===== config.mk =====
export PLATFORM = sky130hd
export DESIGN_NAME = control_queue
export DESIGN_NICKNAME = d
export VERILOG_FILES = /design/src/rtl/control_queue.sv
export SDC_FILE = /design/constraint.sdc
export NUM_CORES = 1
export LEC_CHECK = 0
export ABC_CLOCK_PERIOD_IN_PS = 7800
export BUFFER_PORTS_ARGS = -buffer_cell sky130_fd_sc_hd__buf_4
export CAP_MARGIN = 10
export CORE_ASPECT_RATIO = 1.75
export CORE_MARGIN = 5
export CORE_UTILIZATION = 55
export CTS_BUF_LIST = sky130_fd_sc_hd__clkbuf_8 sky130_fd_sc_hd__clkbuf_16
export DETAILED_ROUTE_END_ITERATION = 10
export PLACE_DENSITY = 0.75
export SLEW_MARGIN = 20
export SYNTH_ARGS = -nofsm -noshare
export SYNTH_HDL_FRONTEND = slang
export SYNTH_SLANG_ARGS = --single-unit
export TNS_END_PERCENT = 5

===== constraint.sdc =====
create_clock -name clk -period 7.8 [get_ports clk]
set_clock_uncertainty 0.2 [all_clocks]
set_input_delay 0.78 -clock clk [delete_from_list [all_inputs] [get_ports clk]]
set_output_delay 0.78 -clock clk [all_outputs]
set_load 0.05 [all_outputs]

===== src/rtl/control_queue.sv =====
// control_queue: merges decoded UART keystrokes and button edges into a DEPTH-entry command FIFO.
// Optional auto-repeat of held buttons is compiled in when CONTROL_AUTOREPEAT_EN is defined.
package control_queue_pkg;
   typedef enum logic [2:0] {
      NONE       = 3'd0,
      LEFT       = 3'd1,
      RIGHT      = 3'd2,
      DOWN       = 3'd3,
      DROP       = 3'd4,
      HOLD       = 3'd5,
      ROTATE     = 3'd6,
      ROTATE_REV = 3'd7
   } control_type;
endpackage

module control_queue
   import control_queue_pkg::*;
#(
   parameter int unsigned DEPTH        = 16,
   parameter int unsigned REPEAT_DELAY = 25_000_000,
   parameter int unsigned REPEAT_RATE  = 5_000_000,
   parameter logic [3:0]  REPEAT_MASK  = 4'b1001
) (
   input  logic                         clk,
   input  logic                         reset_n,
   input  logic                         rx_valid,
   input  logic [7:0]                   rx_byte,
   input  logic [3:0]                   btn,
   input  logic                         flush,
   input  logic                         ready,
   output control_type                  control,
   output logic [$clog2(DEPTH+1)-1:0]   count,
   output logic                         empty,
   output logic                         full,
   output logic [7:0]                   overflow_cnt
);
   localparam int CW = $clog2(DEPTH + 1);
   localparam int PW = $clog2(DEPTH);

   function automatic control_type decode(input logic [7:0] b);
      case (b)
         8'h41, 8'h61: decode = LEFT;
         8'h44, 8'h64: decode = RIGHT;
         8'h57, 8'h77: decode = DOWN;
         8'h53, 8'h73: decode = DROP;
         8'h43, 8'h63: decode = HOLD;
         8'h58, 8'h78: decode = ROTATE;
         8'h5A, 8'h7A: decode = ROTATE_REV;
         default:      decode = NONE;
      endcase
   endfunction

   function automatic control_type btn_cmd(input logic [3:0] onehot);
      case (onehot)
         4'b0001: btn_cmd = RIGHT;
         4'b0010: btn_cmd = HOLD;
         4'b0100: btn_cmd = ROTATE;
         4'b1000: btn_cmd = LEFT;
         default: btn_cmd = NONE;
      endcase
   endfunction

   function automatic logic [PW-1:0] ptr_inc(input logic [PW-1:0] p);
      ptr_inc = (p == PW'(DEPTH - 1)) ? '0 : p + PW'(1);
   endfunction

   control_type     mem_q [DEPTH];
   logic [PW-1:0]   wr_ptr_q, wr_ptr_d, rd_ptr_q, rd_ptr_d;
   logic [CW-1:0]   count_q, count_d;
   logic [3:0]      pend_q, pend_d, btn_q;
   logic [7:0]      ovf_q, ovf_d;
   logic [3:0]      rise, rep_fire, cand, win;
   control_type     uart_cmd, push_cmd;
   logic            uart_hit, push, pop, room;

   assign rise = btn & ~btn_q;
   assign cand = pend_q | rise | rep_fire;
   assign win  = cand & (~cand + 4'd1);

`ifdef CONTROL_AUTOREPEAT_EN
   localparam int unsigned RMAX = (REPEAT_DELAY > REPEAT_RATE) ? REPEAT_DELAY : REPEAT_RATE;
   localparam int RW = $clog2(RMAX + 1);

   // hold_q counts cycles since the press or the last repeat; rep_q selects delay vs. rate.
   for (genvar gi = 0; gi < 4; gi++) begin : g_rep
      if (REPEAT_MASK[gi]) begin : g_on
         logic [RW-1:0] hold_q, hold_d;
         logic          rep_q, rep_d, fire;

         always_comb begin
            fire   = btn[gi] && !rise[gi] &&
                     (rep_q ? (hold_q == RW'(REPEAT_RATE)) : (hold_q == RW'(REPEAT_DELAY)));
            hold_d = hold_q + RW'(1);
            rep_d  = rep_q;
            if (flush || !btn[gi]) begin
               hold_d = '0;
               rep_d  = 1'b0;
            end else if (rise[gi]) begin
               hold_d = RW'(1);
               rep_d  = 1'b0;
            end else if (fire) begin
               hold_d = RW'(1);
               rep_d  = 1'b1;
            end
         end

         always_ff @(posedge clk) begin
            if (!reset_n) begin
               hold_q <= '0;
               rep_q  <= 1'b0;
            end else begin
               hold_q <= hold_d;
               rep_q  <= rep_d;
            end
         end

         assign rep_fire[gi] = fire;
      end else begin : g_off
         assign rep_fire[gi] = 1'b0;
      end
   end
`else
   assign rep_fire = 4'b0000;
`endif

   always_comb begin
      uart_cmd = decode(rx_byte);
      uart_hit = rx_valid && (uart_cmd != NONE);
      pop      = ready && (count_q != '0);
      room     = (count_q != CW'(DEPTH)) || pop;
      push     = 1'b0;
      push_cmd = NONE;
      pend_d   = cand;
      ovf_d    = ovf_q;
      // UART wins; a blocked button simply stays in the pending mask.
      if (uart_hit) begin
         if (room) begin
            push     = 1'b1;
            push_cmd = uart_cmd;
         end else if (ovf_q != 8'hFF) begin
            ovf_d = ovf_q + 8'd1;
         end
      end else if (room && (win != 4'd0)) begin
         push     = 1'b1;
         push_cmd = btn_cmd(win);
         pend_d   = cand & ~win;
      end
      if (flush) begin
         push   = 1'b0;
         pop    = 1'b0;
         pend_d = 4'd0;
         ovf_d  = ovf_q;
      end
      wr_ptr_d = push ? ptr_inc(wr_ptr_q) : wr_ptr_q;
      rd_ptr_d = pop  ? ptr_inc(rd_ptr_q) : rd_ptr_q;
      case ({push, pop})
         2'b10:   count_d = count_q + CW'(1);
         2'b01:   count_d = count_q - CW'(1);
         default: count_d = count_q;
      endcase
      if (flush) begin
         wr_ptr_d = '0;
         rd_ptr_d = '0;
         count_d  = '0;
      end
   end

   always_ff @(posedge clk) begin
      if (reset_n && push) begin
         mem_q[wr_ptr_q] <= push_cmd;
      end
   end

   always_ff @(posedge clk) begin
      btn_q <= btn;
      if (!reset_n) begin
         wr_ptr_q <= '0;
         rd_ptr_q <= '0;
         count_q  <= '0;
         pend_q   <= 4'd0;
         ovf_q    <= 8'd0;
      end else begin
         wr_ptr_q <= wr_ptr_d;
         rd_ptr_q <= rd_ptr_d;
         count_q  <= count_d;
         pend_q   <= pend_d;
         ovf_q    <= ovf_d;
      end
   end

   assign empty        = (count_q == '0);
   assign full         = (count_q == CW'(DEPTH));
   assign count        = count_q;
   assign overflow_cnt = ovf_q;
   assign control      = empty ? NONE : mem_q[rd_ptr_q];

endmodule


; ---- After elaboration in Yosys (flattened, before gate mapping)
; Memory sizes are Yosys's and may differ from the RTL's. A register that Yosys moved wholly into a read port is not among the register bits.
; Cells that the tools add are included.
[word_totals]
register_bits = 29
ram_bits = 48
output_inout_bits = 18
memories = 1
[classes]
addsub = 6
eq_ne = 25
muxes = 20
bitwise = 10
n_reduce_logical = 19
[mem_list]
columns = name, words, width, read_ports, rd_clocked_by_memory_dff, wr, line_no
row1 = mem_q, 16, 3, 1, 1, 1, 67  ; control_type mem_q [DEPTH];
[op_table]
columns = cell, n
row1 = "8-bit by 7-bit equality test with 1-bit output, second input constant", 14
row2 = 4-bit two-way mux, 6
row3 = 3-bit case mux with 7 select lines, 1
row4 = 2-bit OR reduction, 8
row5 = "4-bit by 1-bit adder with 4-bit output, second input constant", 3
row6 = 4-bit AND, 3
row7 = "4-bit equality test, second input constant", 3
row8 = 3-bit two-way mux, 4
row9 = 4-bit NOT, 3
row10 = 3-bit case mux with 4 select lines, 1
row11 = 5-bit case mux with 2 select lines, 1
row12 = "8-bit by 1-bit adder with 8-bit output, second input constant", 1
row13 = "8-bit inequality test, second input constant", 1
row14 = 1-bit two-way mux, 7
row15 = "5-bit by 1-bit adder with 5-bit output, second input constant", 1
row16 = "5-bit equality test, second input constant", 1
row17 = 5-bit zero test, 1
row18 = "5-bit inequality test, second input constant", 1
row19 = 5-bit nonzero test, 1
row20 = "5-bit by 1-bit subtractor with 5-bit output, second input constant", 1
row21 = "4-bit by 1-bit equality test with 1-bit output, second input constant", 1
row22 = "4-bit by 2-bit equality test with 1-bit output, second input constant", 1
row23 = "4-bit by 3-bit equality test with 1-bit output, second input constant", 1
row24 = 1-bit logical AND, 4
row25 = 9 further kinds, 11

; ---- Longest topological paths before layout
; Gate-level depths: netlist of the first run.
[logic_depth]
depth_word = 14
depth_mapped = 12

; ---- Least setup slack after synthesis of the first run
; Ideal clock, no wire load.
[synth_path]
kind = input to register
startpoint = in rx_byte[2]
endpoint = reg count_q[4], in the netlist count[4]
setup_ps = 71
arrival_ps = 3313
required_ps = 7529
setup_slack_ps = 4217
stages = 12
n_path_buf = 1
path_cell_list = and4bb_2 -> a32o_1 -> a21o_1 -> o21ai_4 -> buf_2 -> ha_1 -> ha_1 -> a21o_1 -> a21oi_1 -> xor2_1 -> or3_1 -> a21oi_1
[synth_via]
elab_chain_len = 9
word_cells_on_any_way = 30
cone_classes = eq/ne: 16 / mux: 4 / reduce/logical: 10
[synth_rtl]
columns = element, line_no
row1 = start: declaration, 27  ; input logic [7:0] rx_byte,
row2 = 8-bit by 7-bit equality test with 1-bit output, 41  ; case (b)
row3 = 2-bit OR reduction, 41
row4 = 3-bit case mux with 7 select lines (*), 41
row5 = 3-bit nonzero test (*), 128  ; uart_hit = rx_valid && (uart_cmd != NONE);
row6 = 1-bit logical AND (*), 128
row7 = 1-bit two-way mux (*), 136  ; if (uart_hit) begin
row8 = 1-bit two-way mux (*), 148  ; if (flush) begin
row9 = 2-bit by 1-bit equality test with 1-bit output / 2-bit equality test (equally long branches), 156  ; case ({push, pop})
row10 = 5-bit case mux with 2 select lines / 2-bit nonzero test (equally long branches), --
row11 = end signal: assignment, 185  ; count_q <= count_d;
row12 = end: declaration, 69  ; logic [CW-1:0] count_q, count_d;
; Mark *: on every way between the ends. The rest lies on a longest branch, timed or not.
; A chain may end at the register's enable or synchronous reset.

; ---- Final worst setup path of the first run
[layout_path]
startpoint = in btn[0]
endpoint = reg count_q[4], in the netlist count[4]
[layout_via]
elab_chain_len = 12
word_cells_on_any_way = 14
cone_classes = add/sub: 1 / eq/ne: 2 / mux: 4 / bitwise: 4 / reduce/logical: 3
[layout_rtl]
columns = element, line_no
row1 = start: declaration, 28  ; input logic [3:0] btn,
row2 = 4-bit AND (*), 76  ; assign rise = btn & ~btn_q;
row3 = 4-bit bitwise OR (*), 77  ; assign cand = pend_q | rise | rep_fire;
row4 = 4-bit NOT, 78  ; assign win = cand & (~cand + 4'd1);
row5 = 4-bit by 1-bit adder with 4-bit output, 78
row6 = 4-bit AND (*), 78
row7 = 4-bit nonzero test (*), 143  ; end else if (room && (win != 4'd0)) begin
row8 = 1-bit logical AND (*), 143
row9 = 1-bit two-way mux (*), 143
row10 = 1-bit two-way mux (*), 136
row11 = 1-bit two-way mux (*), 148
row12 = 2-bit by 1-bit equality test with 1-bit output / 2-bit equality test (equally long branches), 156
row13 = 5-bit case mux with 2 select lines / 2-bit nonzero test (equally long branches), --
; Marked as above.

==> results.sh, run 1 <==
export IMPL_grt_max_degree=20
export IMPL_gr_usage_all_layers=0.190
export IMPL_die_area_sq_um=8640
export IMPL_final_common_cell="edfxtp_1"
export IMPL_postRouteAntennaNets=0
export IMPL_hpwl_um=5460
export IMPL_status="finished clean"
export IMPL_synth_edf_count=48
export IMPL_slew_headroom=0.314
export IMPL_port_buffers=33
export IMPL_yosysSeqAreaShare=0.560
export IMPL_layout_common_cells="48 x edfxtp_1, 34 x buf_4, 33 x dfxtp_1"
export IMPL_yosys_warnings=0
export IMPL_drt_iter0_drc=154
export IMPL_ys_flop_type="edfxtp_1"
export IMPL_yosys_top_cells_area="edfxtp_1 38%, dfxtp_1 18%, mux4_2 9.0%"
export IMPL_synth_avg_cell_area_sq_um=12.6
export IMPL_drv_cap=0
export IMPL_synth_seq_cells=81
export IMPL_netlist_area_sq_um=3750
export IMPL_placed_cell_area_sq_um=4070
export IMPL_postCtsHoldBufs=0
export IMPL_hold_violations=0
export IMPL_numClockSinks=81
export IMPL_fmax_mhz=270
export IMPL_antenna_found_initial=0
export IMPL_place_congestion=0.837
export IMPL_drive_gt1_frac=0.226
export IMPL_post_cts_buffers=0
export IMPL_min_period_over_period=0.475
export IMPL_synth_cells=299
export IMPL_pin_count=35
export IMPL_syn_to_final_growth_pct=18.1
export IMPL_clkTransAtPathRegs_ns=0.06
export IMPL_p_leak_nw=1.55
export IMPL_worstPathArrival_ns=3.77
export IMPL_first_pass_iters=4
export IMPL_cp_required_ns=7.86
export IMPL_p_per_area_nw_per_um2=229
export IMPL_die_w_um=72.5
export IMPL_ys_types=56
export IMPL_cts_root_buf="clkbuf_16"
export IMPL_start_util=0.556
export IMPL_path_max_fanout=19
export IMPL_grt_pass1_wl_um=12500
export IMPL_core_sq_um=6760
export IMPL_routedWlPerCell_um=17.5
export IMPL_drc=0
export IMPL_dr_total_vias=2481
export IMPL_final_net_count=363
export IMPL_cts_buffers=9
export IMPL_cts_tree="built"
export IMPL_avgViaCountPerCell=5.85
export IMPL_ir_drop_v=0.000148
export IMPL_min_path_type="register to register"
export IMPL_cts_buffer_depth=2
export IMPL_criticalPathCategory="input port to register"
export IMPL_final_min_clock_period_ns=3.70
export IMPL_gr_total_overflow=0
export IMPL_n_antenna_cell=0
export IMPL_syn_num_nets=327
export IMPL_fillCellCount=535
export IMPL_die_h_um=119
export IMPL_htreeDepth=3
export IMPL_end_kind="register"
export IMPL_num_rows=40
export IMPL_setup_viol=0
export IMPL_synthArstFlopShare=0
export IMPL_worst_setup_path_start_kind="input port"
export IMPL_synth_top_area_frac=0.384
export IMPL_cts_resized=0
export IMPL_synth_top_area_cell="edfxtp_1"
export IMPL_setup_tns_ns=0
export IMPL_first_global_vias=2530
export IMPL_totalWireLength_um=7440
export IMPL_finalInstanceArea_sq_um=4430
export IMPL_clkLatencyLatePin_ns=0.34
export IMPL_tightestPinTransition_ns=1.03
export IMPL_final_max_slew_viol_count=0
export IMPL_rsz0062_at_grt="no"
cells in the mapped netlist (all sizes together) (4+ instances only):
master,instances
nor4,7
mux2i,7
nand3,10
dfxtp,33
buf,4
edfxtp,48
nor2,16
mux4,15
nand2,22
nor2b,5
or4,4
nand2b,6
o21ai,7
a311oi,4
clkbuf,5
ha,10
a21oi,15
inv,13
nor3,17
sequential cells by signal, summed over array words and instances, names as in the netlist, named ones only:
signal        cells
btn_q             4
count             5
mem_q            48
overflow_cnt      8
pend_q            4
rd_ptr_q          4
wr_ptr_q          4
final timing paths:
path / startpoint / slack [ns] / cells after the start / to
hold / removal: overflow_cnt[7] / 0.31 / 2 / overflow_cnt[7]
setup reg to reg: btn_q[0] / 4.29 / 11 / count[4]
hold reg to reg: overflow_cnt[7] / 0.31 / 2 / overflow_cnt[7]
setup / recovery: btn[0] / 4.10 / 11 / count[4]
routing by layer:
layer / global-route usage / share of wire / vias up
met5: 0 / 0 / -
met4: 0.0866 / 0.015 / 0
met3: 0.0329 / 0.033 / 10
met2: 0.341 / 0.58 / 46
met1: 0.214 / 0.37 / 1197
li1: - / - / 1228
cell type report:
class | instances | area (sq um) | share of cell area
Clock buffer | 13 | 314 | 0.0708
Inverter | 13 | 48.8 | 0.0110
Clock inverter | 3 | 47.5 | 0.0107
Sequential cell | 81 | 2100 | 0.474
Tap cell | 84 | 105 | 0.0237
Timing Repair Buffer | 34 | 255 | 0.0576
Multi-Input combinational cell | 196 | 1560 | 0.352
cell families (layout without fill, tap and decap cells):
group,Yosys count,after routing,share of synthesized area
AOI/OAI and AO/OA,52,52,0.0990
xor gates and xnor gates,6,6,0.0140
adders and majority gates,11,11,0.0387
buffers and inverters,22,63,0.0257
DFF,81,81,0.560
muxes,22,22,0.109
and+or+nand+nor,105,105,0.154
per-stage QoR:
| step | power (W) | worst slack [ns] | hold slack, ns | instances | utilization |
|---|---|---|---|---|---|
| after detailed placement | 0.000538 | 3.75 | 0.295 | 408 | 0.603 |
| after CTS | 0.00102 | 4.08 | 0.309 | 424 | 0.656 |
| after global placement | 0.000536 | 3.79 | 0.284 | 408 | 0.603 |
| after global routing | 0.00104 | 3.75 | 0.341 | 424 | 0.656 |
| final | 0.00101 | 4.10 | 0.307 | 424 | 0.656 |
| after floorplan | 0.000514 | 4.22 | 0.266 | 299 | - |
worst max-delay path: stages:
cell and delay, ns:
buf_4 0.11, a21oi_1 0.49, nand3_1 0.31, o21ai_4 0.52
ha_1 0.37, ha_1 0.31, a21o_1 0.17, a21oi_1 0.16
xor2_1 0.09, or3_1 0.31, a21oi_1 0.13
power by group:
part | total, W | leakage [nW] | internal [W] | switching [W]
sequential | 0.000464 | 0.703 | 0.000461 | 0.00000277
combinational | 0.0000649 | 0.672 | 0.0000231 | 0.0000419
clock | 0.000485 | 0.178 | 0.000317 | 0.000168
Note: power is estimated with default switching activity, not from simulation.
==> run 2: changes to the inputs <==
--- a/config.mk
+++ b/config.mk
@@ -5,7 +5,7 @@
 export SDC_FILE = /design/constraint.sdc
 export NUM_CORES = 1
 export LEC_CHECK = 0
-export ABC_CLOCK_PERIOD_IN_PS = 7800
+export ABC_CLOCK_PERIOD_IN_PS = 3580
 export BUFFER_PORTS_ARGS = -buffer_cell sky130_fd_sc_hd__buf_4
 export CAP_MARGIN = 10
 export CORE_ASPECT_RATIO = 1.75
==> constraint.sdc (replaced) <==
create_clock -name clk -period 3.58 [get_ports clk]
set_clock_uncertainty 0.2 [all_clocks]
set_input_delay 0.358 -clock clk [delete_from_list [all_inputs] [get_ports clk]]
set_output_delay 0.358 -clock clk [all_outputs]
set_load 0.05 [all_outputs]
==> run 2 against run 1 <==
Net effect: hold slack worse by 0.17 ns; cell count up 3.5%; core utilization up 0.67 points; via count up 4.2%; clock power up 74%; register-to-register slack worse by 3.9 ns; largest power group is now registers.
==> results.sh, run 2 (synthesized netlist as in run 1, its figures left out) <==
export IMPL_setup_viol=0
export IMPL_die_w_um=72.5
export IMPL_place_congestion=0.835
export IMPL_core_sq_um=6760
export IMPL_final_max_slew_viol_count=0
export IMPL_rr_endpoint="count[4]"
export IMPL_grt_max_degree=19
export IMPL_largest_reg_flops=48
export IMPL_clkTransAtPathRegs_ns=0.06
export IMPL_htreeDepth=3
export IMPL_slew_headroom=0.592
export IMPL_hpwl_um=5540
export IMPL_cts_tree="built"
export IMPL_worst_setup_path_start_kind="input port"
export IMPL_finalInstanceArea_sq_um=4480
export IMPL_met2_length_um=4370
export IMPL_placed_cell_area_sq_um=4150
export IMPL_met1_length_um=2660
export IMPL_post_cts_buffers=0
export IMPL_holdCritStartpoint="reset_n"
export IMPL_gr_usage_all_layers=0.194
export IMPL_top_register="mem_q"
export IMPL_n_antenna_cell=0
export IMPL_syn_to_final_growth_pct=19.3
export IMPL_final_net_count=378
export IMPL_postRouteAntennaNets=0
export IMPL_cts_root_buf="clkbuf_16"
export IMPL_routedWlPerCell_um=17.2
export IMPL_drc=0
export IMPL_rr_startpoint="count[1]"
export IMPL_start_util=0.556
export IMPL_whs_ns=0.136
export IMPL_gr_total_overflow=0
export IMPL_avgViaCountPerCell=5.89
export IMPL_first_global_vias=2603
export IMPL_status="finished clean"
export IMPL_cts_buffers=9
export IMPL_layout_common_cells="48 x edfxtp_1, 45 x buf_4, 33 x dfxtp_1"
export IMPL_die_h_um=119
export IMPL_drv_cap=0
export IMPL_topRoutingLayerUsed="met4"
export IMPL_grt_pass1_wl_um=12600
export IMPL_rr_worst_depth=11
export IMPL_min_path_type="input port to register"
export IMPL_worstPathArrival_ns=3.45
export IMPL_p_per_area_nw_per_um2=448
export IMPL_min_period_over_period=0.948
export IMPL_wl_met3_um=267
export IMPL_dr_total_vias=2586
export IMPL_antenna_found_initial=0
export IMPL_die_area_sq_um=8640
export IMPL_rsz0062_at_grt="no"
export IMPL_tightestPinTransition_ns=0.611
export IMPL_hold_violations=0
export IMPL_numClockSinks=81
export IMPL_first_pass_iters=4
export IMPL_whs_path_depth=3
export IMPL_ir_drop_v=0.000299
export IMPL_final_min_clock_period_ns=3.39
export IMPL_whs_endpoint="overflow_cnt[4]"
export IMPL_drt_iter0_drc=166
export IMPL_fillCellCount=529
export IMPL_port_buffers=33
export IMPL_cts_buffer_depth=2
export IMPL_end_kind="register"
export IMPL_criticalPathCategory="input port to register"
export IMPL_fmax_mhz=295
export IMPL_final_common_cell="edfxtp_1"
export IMPL_path_max_fanout=5
export IMPL_totalWireLength_um=7530
export IMPL_clkLatencyLatePin_ns=0.33
export IMPL_reg2reg_slack_ns=0.38
export IMPL_pin_count=35
export IMPL_p_leak_nw=1.59
export IMPL_num_rows=40
export IMPL_setup_tns_ns=0
export IMPL_cp_required_ns=3.64
export IMPL_drive_gt1_frac=0.248
## run 2: worst max-delay path: stages
cell	delay, ns
dlygate4sd3_1	0.53
buf_4	0.10
nand2b_1	0.08
and4_1	0.24
a41oi_2	0.31
o21ai_4	0.11
ha_1	0.30
fa_1	0.45
a21o_1	0.21
a21oi_1	0.20
xor2_1	0.10
or3_1	0.32
a21oi_1	0.14
## run 2: how the worst max path moves through the flow
stage               start  endpoint  slack, ns  depth (start not counted)
2_1_floorplan    count[1]  count[4]       0.04                         12
3_3_place_gp   rx_byte[2]  count[4]       0.44                         12
3_5_place_dp     count[1]  count[4]       0.37                         11
4_1_cts            btn[2]  count[4]       0.13                         13
5_1_grt            btn[2]  count[4]       0.04                         13
6_report           btn[2]  count[4]       0.19                         13
## run 2: power breakdown
group	internal (W)	leakage, nW	total, W	switching (W)
registers	0.00100	0.703	0.00101	0.00000528
clock network	0.000476	0.141	0.000842	0.000367
logic	0.0000604	0.745	0.000155	0.0000944
total	0.00154	1.59	0.00201	0.000466
## run 2: routing by layer
layer	vias to the layer above	track usage
met3	18	0.0372
met1	1240	0.204
li1	1269	-
met5	-	0
met4	0	0.0982
met2	59	0.353
## run 2: cell type report
type / instances / area (sq um) / share of cell area
Inverter: 13 / 48.8 / 0.0109
Tap cell: 84 / 105 / 0.0235
Clock buffer: 9 / 225 / 0.0503
Sequential cell: 81 / 2100 / 0.469
Timing Repair Buffer: 49 / 378 / 0.0844
Multi-Input combinational cell: 196 / 1560 / 0.349
Clock inverter: 7 / 56.3 / 0.0126
## run 2: per-stage QoR
step / total power (W) / setup slack (ns) / cells / util
2_1_floorplan: 0.00112 / 0.0366 / 299 / -
3_3_place_gp: 0.00118 / 0.438 / 419 / 0.614
3_5_place_dp: 0.00118 / 0.370 / 419 / 0.614
4_1_cts: 0.00202 / 0.132 / 439 / 0.662
5_1_grt: 0.00209 / 0.0373 / 439 / 0.663
6_report: 0.00201 / 0.186 / 439 / 0.663
## run 2: timing repair
action	CTS	global route
hold buffers	4	0
gates resized for setup	0	1
setup endpoints to repair	0	1
hold endpoints to repair	4	0
